**src/rtl/guess_ctrl.sv**
```systemverilog
// guess_ctrl: round controller for the guess-the-number game.
// Picks a secret from the free-running random source on a start press,
// grades each guess press as higher/lower/equal, counts down the remaining
// attempts and ends the round in WIN or LOSE. All outputs come from registers.
//
// Button handshake: start_btn and guess_btn are debounced levels; an event is
// a 0->1 transition between two consecutive rising-edge samples. There is no
// ready/back-pressure: an event is consumed in the cycle it is detected, or
// dropped if the current state does not accept it.
module guess_ctrl #(
  parameter int WIDTH     = 4,
  parameter int MAX_TRIES = 4
) (
  input  logic             clk,
  input  logic             reset,
  input  logic [WIDTH-1:0] rnd,
  input  logic             start_btn,
  input  logic             guess_btn,
  input  logic [WIDTH-1:0] guess,
  output logic [1:0]       state,
  output logic             too_high,
  output logic             too_low,
  output logic             win,
  output logic             lose,
  output logic [3:0]       tries_left,
  output logic [WIDTH-1:0] secret_out
);

  typedef enum logic [1:0] {
    S_IDLE = 2'd0,
    S_PLAY = 2'd1,
    S_WIN  = 2'd2,
    S_LOSE = 2'd3
  } state_e;

  state_e           state_q, state_d;
  logic [WIDTH-1:0] secret_q, secret_d;
  logic [3:0]       tries_q, tries_d;
  logic             too_high_q, too_high_d;
  logic             too_low_q, too_low_d;
  logic             start_q, guess_q;

  logic start_ev;
  logic guess_ev;

  // Rising-edge detection against the previous sample.
  assign start_ev = start_btn & ~start_q;
  assign guess_ev = guess_btn & ~guess_q;

  // State and datapath registers; previous-sample registers reset high so a
  // button already held through reset release does not fire an event.
  always_ff @(posedge clk) begin
    if (!reset) begin
      state_q    <= S_IDLE;
      secret_q   <= '0;
      tries_q    <= 4'd0;
      too_high_q <= 1'b0;
      too_low_q  <= 1'b0;
      start_q    <= 1'b1;
      guess_q    <= 1'b1;
    end else begin
      state_q    <= state_d;
      secret_q   <= secret_d;
      tries_q    <= tries_d;
      too_high_q <= too_high_d;
      too_low_q  <= too_low_d;
      start_q    <= start_btn;
      guess_q    <= guess_btn;
    end
  end

  // Next-state logic: start restarts the round from any state and wins over a
  // coincident guess; guesses are graded only while playing.
  always_comb begin
    state_d    = state_q;
    secret_d   = secret_q;
    tries_d    = tries_q;
    too_high_d = too_high_q;
    too_low_d  = too_low_q;
    if (start_ev) begin
      state_d    = S_PLAY;
      secret_d   = rnd;
      tries_d    = 4'(MAX_TRIES);
      too_high_d = 1'b0;
      too_low_d  = 1'b0;
    end else if (guess_ev && state_q == S_PLAY) begin
      tries_d = tries_q - 4'd1;
      if (guess == secret_q) begin
        too_high_d = 1'b0;
        too_low_d  = 1'b0;
        state_d    = S_WIN;
      end else begin
        too_high_d = (guess > secret_q);
        too_low_d  = (guess < secret_q);
        state_d    = (tries_q == 4'd1) ? S_LOSE : S_PLAY;
      end
    end
  end

  // Outputs are decoded directly from registered state.
  assign state      = state_q;
  assign too_high   = too_high_q;
  assign too_low    = too_low_q;
  assign win        = (state_q == S_WIN);
  assign lose       = (state_q == S_LOSE);
  assign tries_left = tries_q;
  assign secret_out = (state_q == S_WIN || state_q == S_LOSE) ? secret_q : '0;

endmodule

```
**config.mk**
```make
export PLATFORM = sky130hd
export DESIGN_NAME = guess_ctrl
export DESIGN_NICKNAME = d
export VERILOG_FILES = /design/src/rtl/guess_ctrl.sv
export SDC_FILE = /design/constraint.sdc
export NUM_CORES = 1
export LEC_CHECK = 0
export CAP_MARGIN = 10
export CORE_MARGIN = 2
export CORE_UTILIZATION = 35
export DETAILED_ROUTE_END_ITERATION = 8
export HOLD_SLACK_MARGIN = 0.03
export PLACE_DENSITY_LB_ADDON = 0.3
export REMOVE_ABC_BUFFERS = 1
export SLEW_MARGIN = 30
export SYNTH_ARGS = -nofsm -noshare
export SYNTH_HDL_FRONTEND = slang
export SYNTH_SLANG_ARGS = --single-unit
```
**constraint.sdc**
```tcl
create_clock -name clk -period 1.4 [get_ports clk]
set_input_delay 0.28 -clock clk [delete_from_list [all_inputs] [get_ports clk]]
set_output_delay 0.28 -clock clk [all_outputs]
set_load 0.005 [all_outputs]
```
**Yosys cells after proc, flatten, opt, wreduce, memory -nomap -nowiden**

Cells that the tools add are included.

- Add/sub/neg operators: 1
- $mul: 0
- Divide/modulo/power cells: 0
- $lt $le $gt $ge: 2
- Equal/unequal tests: 5
- Shifts and indexed selects: 0
- Muxes and demuxes: 9
- Bitwise gates (word level): 5
- Reductions and logical operators: 4

Operator list:

| kind | number |
|---|---|
| two-way mux 3 bit | 2 |
| equality test 2 bit (second input constant) | 2 |
| equality test 4 x 1 -> 1 bit (second input constant) | 1 |
| equality test 4 bit | 1 |
| > comparator 4 bit | 1 |
| < comparator 4 bit | 1 |
| two-way mux 1 bit | 4 |
| two-way mux 2 bit | 2 |
| two-way mux 4 bit | 1 |
| subtractor 4 x 1 -> 4 bit (second input constant) | 1 |
| NOT 1 bit | 3 |
| AND 1 bit | 2 |
| equality test 2 x 1 -> 1 bit (second input constant) | 1 |
| nonzero test 2 bit | 1 |
| OR reduction 2 bit | 1 |
| logical AND 1 bit | 1 |
| logical OR 1 bit | 1 |

- Bits in registers: 14
- Bits in latches: 0
- RAM bits: 0
- Memory bits (read-only): 0
- Output and inout port bits: 14
- Word-level logic and storage cells: 35
- Memories kept: 0

**Depth between registers and ports, before layout**

Gate-level depths: netlist (run 1).

- Depth in word-level cells: 5
- Gate-level depth with buffers: 6

**Least setup slack after synthesis (run 1)**

Ideal clock, no wire load.

- Kind: register -> register
- Start: register state_q[1] (netlist: state[1])
- End: register tries_q[3] (netlist: tries_left[3])
- Setup time: 116 ps
- Arrival time: 1167 ps
- Path slack: 117 ps
- Stages on the path, launching flop included: 5
- Buffers on the path: 0
- Path through: dfxtp_1 nand4bb_4 or4_4 xor2_1 nor2_2

- Word-level cells in the longest chain between the ends: 2

RTL lines:

| item | line | source |
|---|---|---|
| start, declared | 36 | `state_e state_q, state_d;` |
| start signal, assigned | 62 | `state_q <= state_d;` |
| equality test 2 x 1 -> 1 bit | 86 | `end else if (guess_ev && state_q == S_PLAY) begin` |
| logical AND 1 bit | 86 |  |
| end signal, assigned | 64 | `tries_q <= tries_d;` |
| end, declared | 38 | `logic [3:0] tries_q, tries_d;` |

Every way passes these cells.
A chain may end at the register's enable or synchronous reset.

**Worst setup path after layout (run 1)**

- Start: register tries_q[3] (netlist: tries_left[3])
- End: output tries_left[3]

RTL lines:

| item | line | source |
|---|---|---|
| end, declared | 25 | `output logic [3:0] tries_left,` |

No word-level cell between the ends.

==> out/qor.txt, run 1 <==
Outcome - complete, but fails checks
Failing checks - negative setup slack
R2R depth - 6
Cell area after layout - 1110 µm²
Sw frac - 23.7%
Final non-filler cell total - 138
GR Overflow Total - 0
Crit end category - output pin
Register area share after synthesis - 39.1%
First-pass GRT wire length - 2820 µm
Die extent in y - 49.3 µm
Power Density - 749 nW/µm²
Data arrival, critical path - 1220 ps
Initial DRT Pass Iterations - 1
CTS max path bufs - 2
Layout cell share with drive strength beyond 1 - 28.8%
Cell row count - 16
Core Region - 1940 µm²
DR iter-0 viols - 0
Clock power frac - 36.7%
Slew @ Worst Pin - 204 ps
Critical-path top delay cell - clkdlybuf4s50_1
Die area - 2430 µm²
Final antenna-violating net count - 0
Slew Limit Fails - 0
Crit path max-delay family - buffers and inverters
Peak supply drop - 0.516 mV
Syn Inst Count - 75
Pre-CTS setup slack - -317 ps
DR WL/cell - 11.9 µm
Yosys warning count - 0
DRC - 0
Synth area leader - dfxtp_1
DP Wirelength - 1180 µm
Initial Util - 36.9%
Synth-to-Final Area Change - 55.0%
Cell internal pwr - 0.635 mW
Final Wtd Congestion - 0.755
Largest net degree at the start of global routing - 9
Max Cap Viol - 0
CTS tree - done
Initial antenna violation count - 0
Final Hold Vio Count - 0
Clock slew at reported path FFs - 100 ps
Vias - 629
Clock latency on the worst-skew pair - 290 ps
Inst Count DP - 128
Worst r2r src - state[1]$_SDFFE_PP0P_
CP Class - reg2out
Post-synthesis area per instance - 9.56 µm²
Req. time, crit path - 1120 ps
Worst Hold Endpoint - too_high$_SDFFE_PP0P_
Total number of clock tree sinks - 14
Total Power - 0.832 mW
Ports - 26
CP max FO - 3
Final core utilization - 57.2%
Nets@finish - 130
WHS Path Cells - 1
Worst hold path type - reg2reg
CTS Buf Count - 3
Fin crit period - 1500 ps
CP max stage delay - 530 ps
Critical path buffer and inverter count - 1
Mapped Area - 717 µm²
ANT cells - 0
# H-tree levels - 1
Reg-to-reg setup timing slack - -90 ps
Root buf cell - clkbuf_4
Vias in the first global route - 677
Final WL - 1650 µm
Crit path launch type - register
Worst path cell trace - clkdlybuf4s50_1
Sequential power share - 50.3%
Yosys cell types - 24
Clock skew - 8.04 ps
Worst setup margin - -101 ps
Worst Hold Launch - too_high$_SDFFE_PP0P_
Relative slew slack - 86.3%
Vias per cell - 4.56
Flops & latches, synth - 14
Final worst path period share - 107%
IO Port Bufs - 25
Fmax achieved - 666 MHz
RSZ-0062 raised after global routing - true
All-layer global routing usage - 15.2%
Placed inst area - 1010 µm²
Crit. path cell count - 1
Yosys top cell area share - 39.1%
Die X - 49.3 µm
Reg2reg end - tries_left[3]$_SDFFE_PP0P_
Comb pwr share - 13.0%
Top area cells in the synthesized netlist - dfxtp_1 (39%), ha_1 (10%), mux2i_1 (5.6%)
Crit path from - tries_left[3]$_SDFFE_PP0P_
Final setup fails - 4
Static leakage - 0.529 nW
P_sw - 0.198 mW
-- kinds of logic after synthesis --
kind of cell	after synthesis	synth area share, %
adder cells (fa/ha/maj)	6	10.5
multiplexers	4	5.58
AO/OA/AOI/OAI	12	10.6
buffers and inverters	8	4.54
XOR/XNOR	2	2.44
AND/OR/NAND/NOR	29	27.2
flip-flops	14	39.1
-- synth_stat cells --
cell type	number
a21o_1	1
o211ai_1	1
o21ai_0	2
buf_2	2
xor2_1	2
a21boi_0	2
or4_4	1
a211oi_1	1
inv_1	6
nand2b_1	4
and4bb_2	1
nor2b_1	6
nor2_1	3
o2bb2ai_1	1
ha_1	6
and2_1	4
mux2i_1	4
nand4_1	2
a21oi_1	4
dfxtp_1	14
and2_2	1
nand4bb_4	1
nor2_2	1
nand2_1	5
-- area by class of cell --
type                       instances  area [µm²]
fill                             187         831
multi-input combinational         53         414
timing repair buffer              34         314
sequential                        14         290
clock buffer                       4        36.3
tap                               27        33.8
inverter                           6        22.5
-- worst max-delay path by stage --
stage	to	slack [ps]
2_1_floorplan	tries_left[3]$_SDFFE_PP0P_	120
3_3_place_gp	too_high$_SDFFE_PP0P_	-270
3_5_place_dp	tries_left[3]$_SDFFE_PP0P_	-320
4_1_cts	tries_left[3]$_SDFFE_PP0P_	-110
5_1_grt	tries_left[3]$_SDFFE_PP0P_	-150
6_report	tries_left[3]	-100
-- power groups by stage --
stage	Combinational (mW)	Clock, mW	Sequential [mW]
after floorplan	0.0464	0	0.427
after global placement	0.105	0	0.429
after detailed placement	0.107	0	0.430
after CTS	0.110	0.304	0.419
after global routing	0.121	0.324	0.420
final	0.108	0.305	0.419
-- per-stage QoR --
step | hold slack (ps) | setup TNS (ps)
3_5_place_dp | 450 | -2000
3_3_place_gp | 438 | -1590
5_1_grt | 470 | -698
4_1_cts | 463 | -553
2_1_floorplan | 353 | 0
6_report | 459 | -326
-- sequential cells by signal, summed over array words and instances (netlist names) --
name        flops
too_low         1
guess_q         1
state           2
start_q         1
secret_q        4
too_high        1
tries_left      4
-- worst reg2reg max path, cell delays in order, from the launching register on --
cell       delay, ps
dfxtp_4          360
buf_6            120
buf_6            100
nand4bb_4        190
or4_4            440
xor2_2           160
nor2_2            40
-- layer usage --
layer | track usage [%] | wire [µm] | part of all wire (%) | vias up
met5 | 0 | 0 | 0 | -
met4 | 7.14 | 29 | 1.8 | 0
met3 | 3.37 | 87 | 5.3 | 4
met2 | 28.8 | 875 | 53 | 17
met1 | 15.3 | 654 | 40 | 283
li1 | - | - | - | 325
-- what timing repair did --
item	CTS	global route
resized for setup	24	12
setup endpoints to repair	15	16
setup buffers	6	0
hold buffers	0	0
pin swaps	0	0
-- cells in the final DEF (no fill, tap or decap), types with 2 or more instances in the layout --
| master | count |
|---|---|
| a21boi_0 | 2 |
| a21oi_1 | 4 |
| and2_1 | 3 |
| buf_4 | 6 |
| buf_6 | 2 |
| clkbuf_2 | 6 |
| clkbuf_4 | 3 |
| clkdlybuf4s50_1 | 14 |
| dfxtp_1 | 8 |
| dfxtp_2 | 5 |
| dlymetal6s2s_1 | 3 |
| ha_1 | 6 |
| inv_1 | 6 |
| mux2i_1 | 4 |
| nand2_1 | 5 |
| nand2b_1 | 4 |
| nand4_1 | 2 |
| nor2_1 | 3 |
| nor2b_1 | 6 |
| o21ai_0 | 2 |
(Power assumes the default switching activity.)
==> inputs of run 2 (changes only) <==
DONT_BUFFER_PORTS = 1   (was unset)
==> out/qor.txt, run 2 (synthesis gave the netlist of run 1 again) <==
Layout cell share with drive strength beyond 1 - 17.5% (was 28.8%)
Die X - 49.3 µm (unchanged)
Largest net degree at the start of global routing - 11 (was 9)
GR Overflow Total - 0 (unchanged)
# H-tree levels - 1 (unchanged)
Critical-path top delay cell - dfxtp_2 (was clkdlybuf4s50_1)
Data arrival, critical path - 1500 ps (was 1220 ps)
Slew Limit Fails - 0 (unchanged)
Nets@finish - 100 (was 130)
CP max stage delay - 330 ps (was 530 ps)
DR iter-0 viols - 7 (was 0)
Req. time, crit path - 1580 ps (was 1120 ps)
DRC - 0 (unchanged)
Pre-CTS setup slack - 46.5 ps (was -317 ps)
Cell row count - 16 (unchanged)
Fmax achieved - 763 MHz (was 666 MHz)
Final worst path period share - 93.7% (was 107%)
Final Hold Vio Count - 0 (unchanged)
Clock latency on the worst-skew pair - 280 ps (was 290 ps)
Fin crit period - 1310 ps (was 1500 ps)
Total number of clock tree sinks - 14 (unchanged)
Die extent in y - 49.3 µm (unchanged)
Initial DRT Pass Iterations - 2 (was 1)
Relative slew slack - 86.6% (was 86.3%)
First-pass GRT wire length - 2180 µm (was 2820 µm)
Reg2reg end - too_high$_SDFFE_PP0P_ (was tries_left[3]$_SDFFE_PP0P_)
CTS Buf Count - 3 (unchanged)
Vias per cell - 4.94 (was 4.56)
CP max FO - 2 (was 3)
Crit. path cell count - 6 (was 1)
CP Class - reg2reg (was reg2out)
Worst r2r src - secret_q[1]$_SDFFE_PN0P_ (was state[1]$_SDFFE_PP0P_)
Outcome - completed (was complete, but fails checks)
IO Port Bufs - 0 (was 25)
WHS Path Cells - 1 (unchanged)
DP Wirelength - 1040 µm (was 1180 µm)
Worst path cell trace - inv_1, ha_1, nor2b_1, o211ai_1, a21oi_1, a21o_1 (was clkdlybuf4s50_1)
Initial Util - 36.9% (unchanged)
Worst setup margin - 88.7 ps (was -101 ps)
Most common cell after layout, fill and taps aside - dfxtp_1 (was clkdlybuf4s50_1)
R2R depth - 6 (unchanged)
Peak supply drop - 0.541 mV (was 0.516 mV)
Max Cap Viol - 0 (unchanged)
Crit path max-delay family - compound AO/OA/AOI/OAI gates (was buffers and inverters)
Final antenna-violating net count - 0 (unchanged)
Reg-to-reg setup timing slack - 90 ps (was -90 ps)
RSZ-0062 raised after global routing - false (was true)
All-layer global routing usage - 12.0% (was 15.2%)
Worst Hold Launch - reset (was too_high$_SDFFE_PP0P_)
Vias - 529 (was 629)
Crit end category - register (was output pin)
Synth-to-Final Area Change - 11.0% (was 55.0%)
Final WL - 1320 µm (was 1650 µm)
Clock skew - 6.84 ps (was 8.04 ps)
CTS tree - done (unchanged)
Clock slew at reported path FFs - 80 ps (was 100 ps)
Root buf cell - clkbuf_4 (unchanged)
Final Wtd Congestion - 0.791 (was 0.755)
ANT cells - 0 (unchanged)
CTS max path bufs - 2 (unchanged)
Ports - 26 (unchanged)
Final setup fails - 0 (was 4)
Most frequent cells in the layout - dfxtp_1 (12), inv_1 (6), nor2b_1 (6), ha_1 (6), nand2_1 (5) (was clkdlybuf4s50_1 (14), dfxtp_1 (8))
Static leakage - 0.327 nW (was 0.529 nW)
Slew @ Worst Pin - 200 ps (was 204 ps)
Initial antenna violation count - 0 (unchanged)
Worst Hold Endpoint - start_q$_SDFF_PN1_ (was too_high$_SDFFE_PP0P_)
Die area - 2430 µm² (unchanged)
DR WL/cell - 12.4 µm (was 11.9 µm)
Worst hold path type - in2reg (was reg2reg)
Crit path launch type - register (unchanged)
Setup TNS - 0 ps (was -326 ps)
Critical path buffer and inverter count - 1 (unchanged)
Power Density - 889 nW/µm² (was 749 nW/µm²)
Core Region - 1940 µm² (unchanged)
Vias in the first global route - 524 (was 677)
-- run 2: where the power goes --
group	internal (mW)	total, mW	switching [mW]
Clock	0.0997	0.227	0.127
Sequential	0.410	0.420	0.00963
Combinational	0.0316	0.0607	0.0291
-- run 2: per-layer routing --
layer  track usage [%]  share of wire (%)
met4              4.29               0.91
met5                 0                  0
met1              11.9                 44
met3              6.13                7.4
met2              21.2                 48
-- run 2: worst max path at each step --
stage,start,to,slack (ps)
2_1_floorplan,state[1]$_SDFFE_PP0P_,tries_left[3]$_SDFFE_PP0P_,120
3_3_place_gp,secret_q[1]$_SDFFE_PN0P_,too_high$_SDFFE_PP0P_,50
3_5_place_dp,secret_q[1]$_SDFFE_PN0P_,too_high$_SDFFE_PP0P_,50
4_1_cts,secret_q[1]$_SDFFE_PN0P_,too_high$_SDFFE_PP0P_,40
5_1_grt,secret_q[1]$_SDFFE_PN0P_,too_high$_SDFFE_PP0P_,3
6_report,secret_q[1]$_SDFFE_PN0P_,too_high$_SDFFE_PP0P_,90
-- run 2: timing repair --
item,CTS,global route
endpoints found under the setup margin,0,1
resized for setup,0,2
hold buffers,0,0
buffers inserted,0,1
-- run 2: through the flow --
| stage | power, mW | hold slack, ps | instances | util (%) | area [µm²] |
|---|---|---|---|---|---|
| floorplan | 0.474 | 353 | 73 | - | 707 |
| global placement | 0.489 | 355 | 103 | 39.3 | 763 |
| detailed placement | 0.489 | 359 | 103 | 39.3 | 763 |
| CTS | 0.718 | 68.9 | 106 | 40.5 | 786 |
| global route | 0.747 | 59.1 | 107 | 41.0 | 796 |
| finish | 0.707 | 75.3 | 107 | 41.0 | 796 |
-- run 2: area by class of cell --
cell class                      instances  area, µm²
Tap cell                               27       33.8
Timing Repair Buffer                    4       30.0
Inverter                                6       22.5
Fill cell                             198       1150
Clock buffer                            3       22.5
Multi-Input combinational cell         53        404
Sequential cell                        14        283
-- run 2: worst register-to-register path: stages (launching register included) --
cell	delay, ps
dfxtp_2	330
inv_1	40
ha_1	270
nor2b_1	130
o211ai_1	210
a21oi_1	100
a21o_1	150
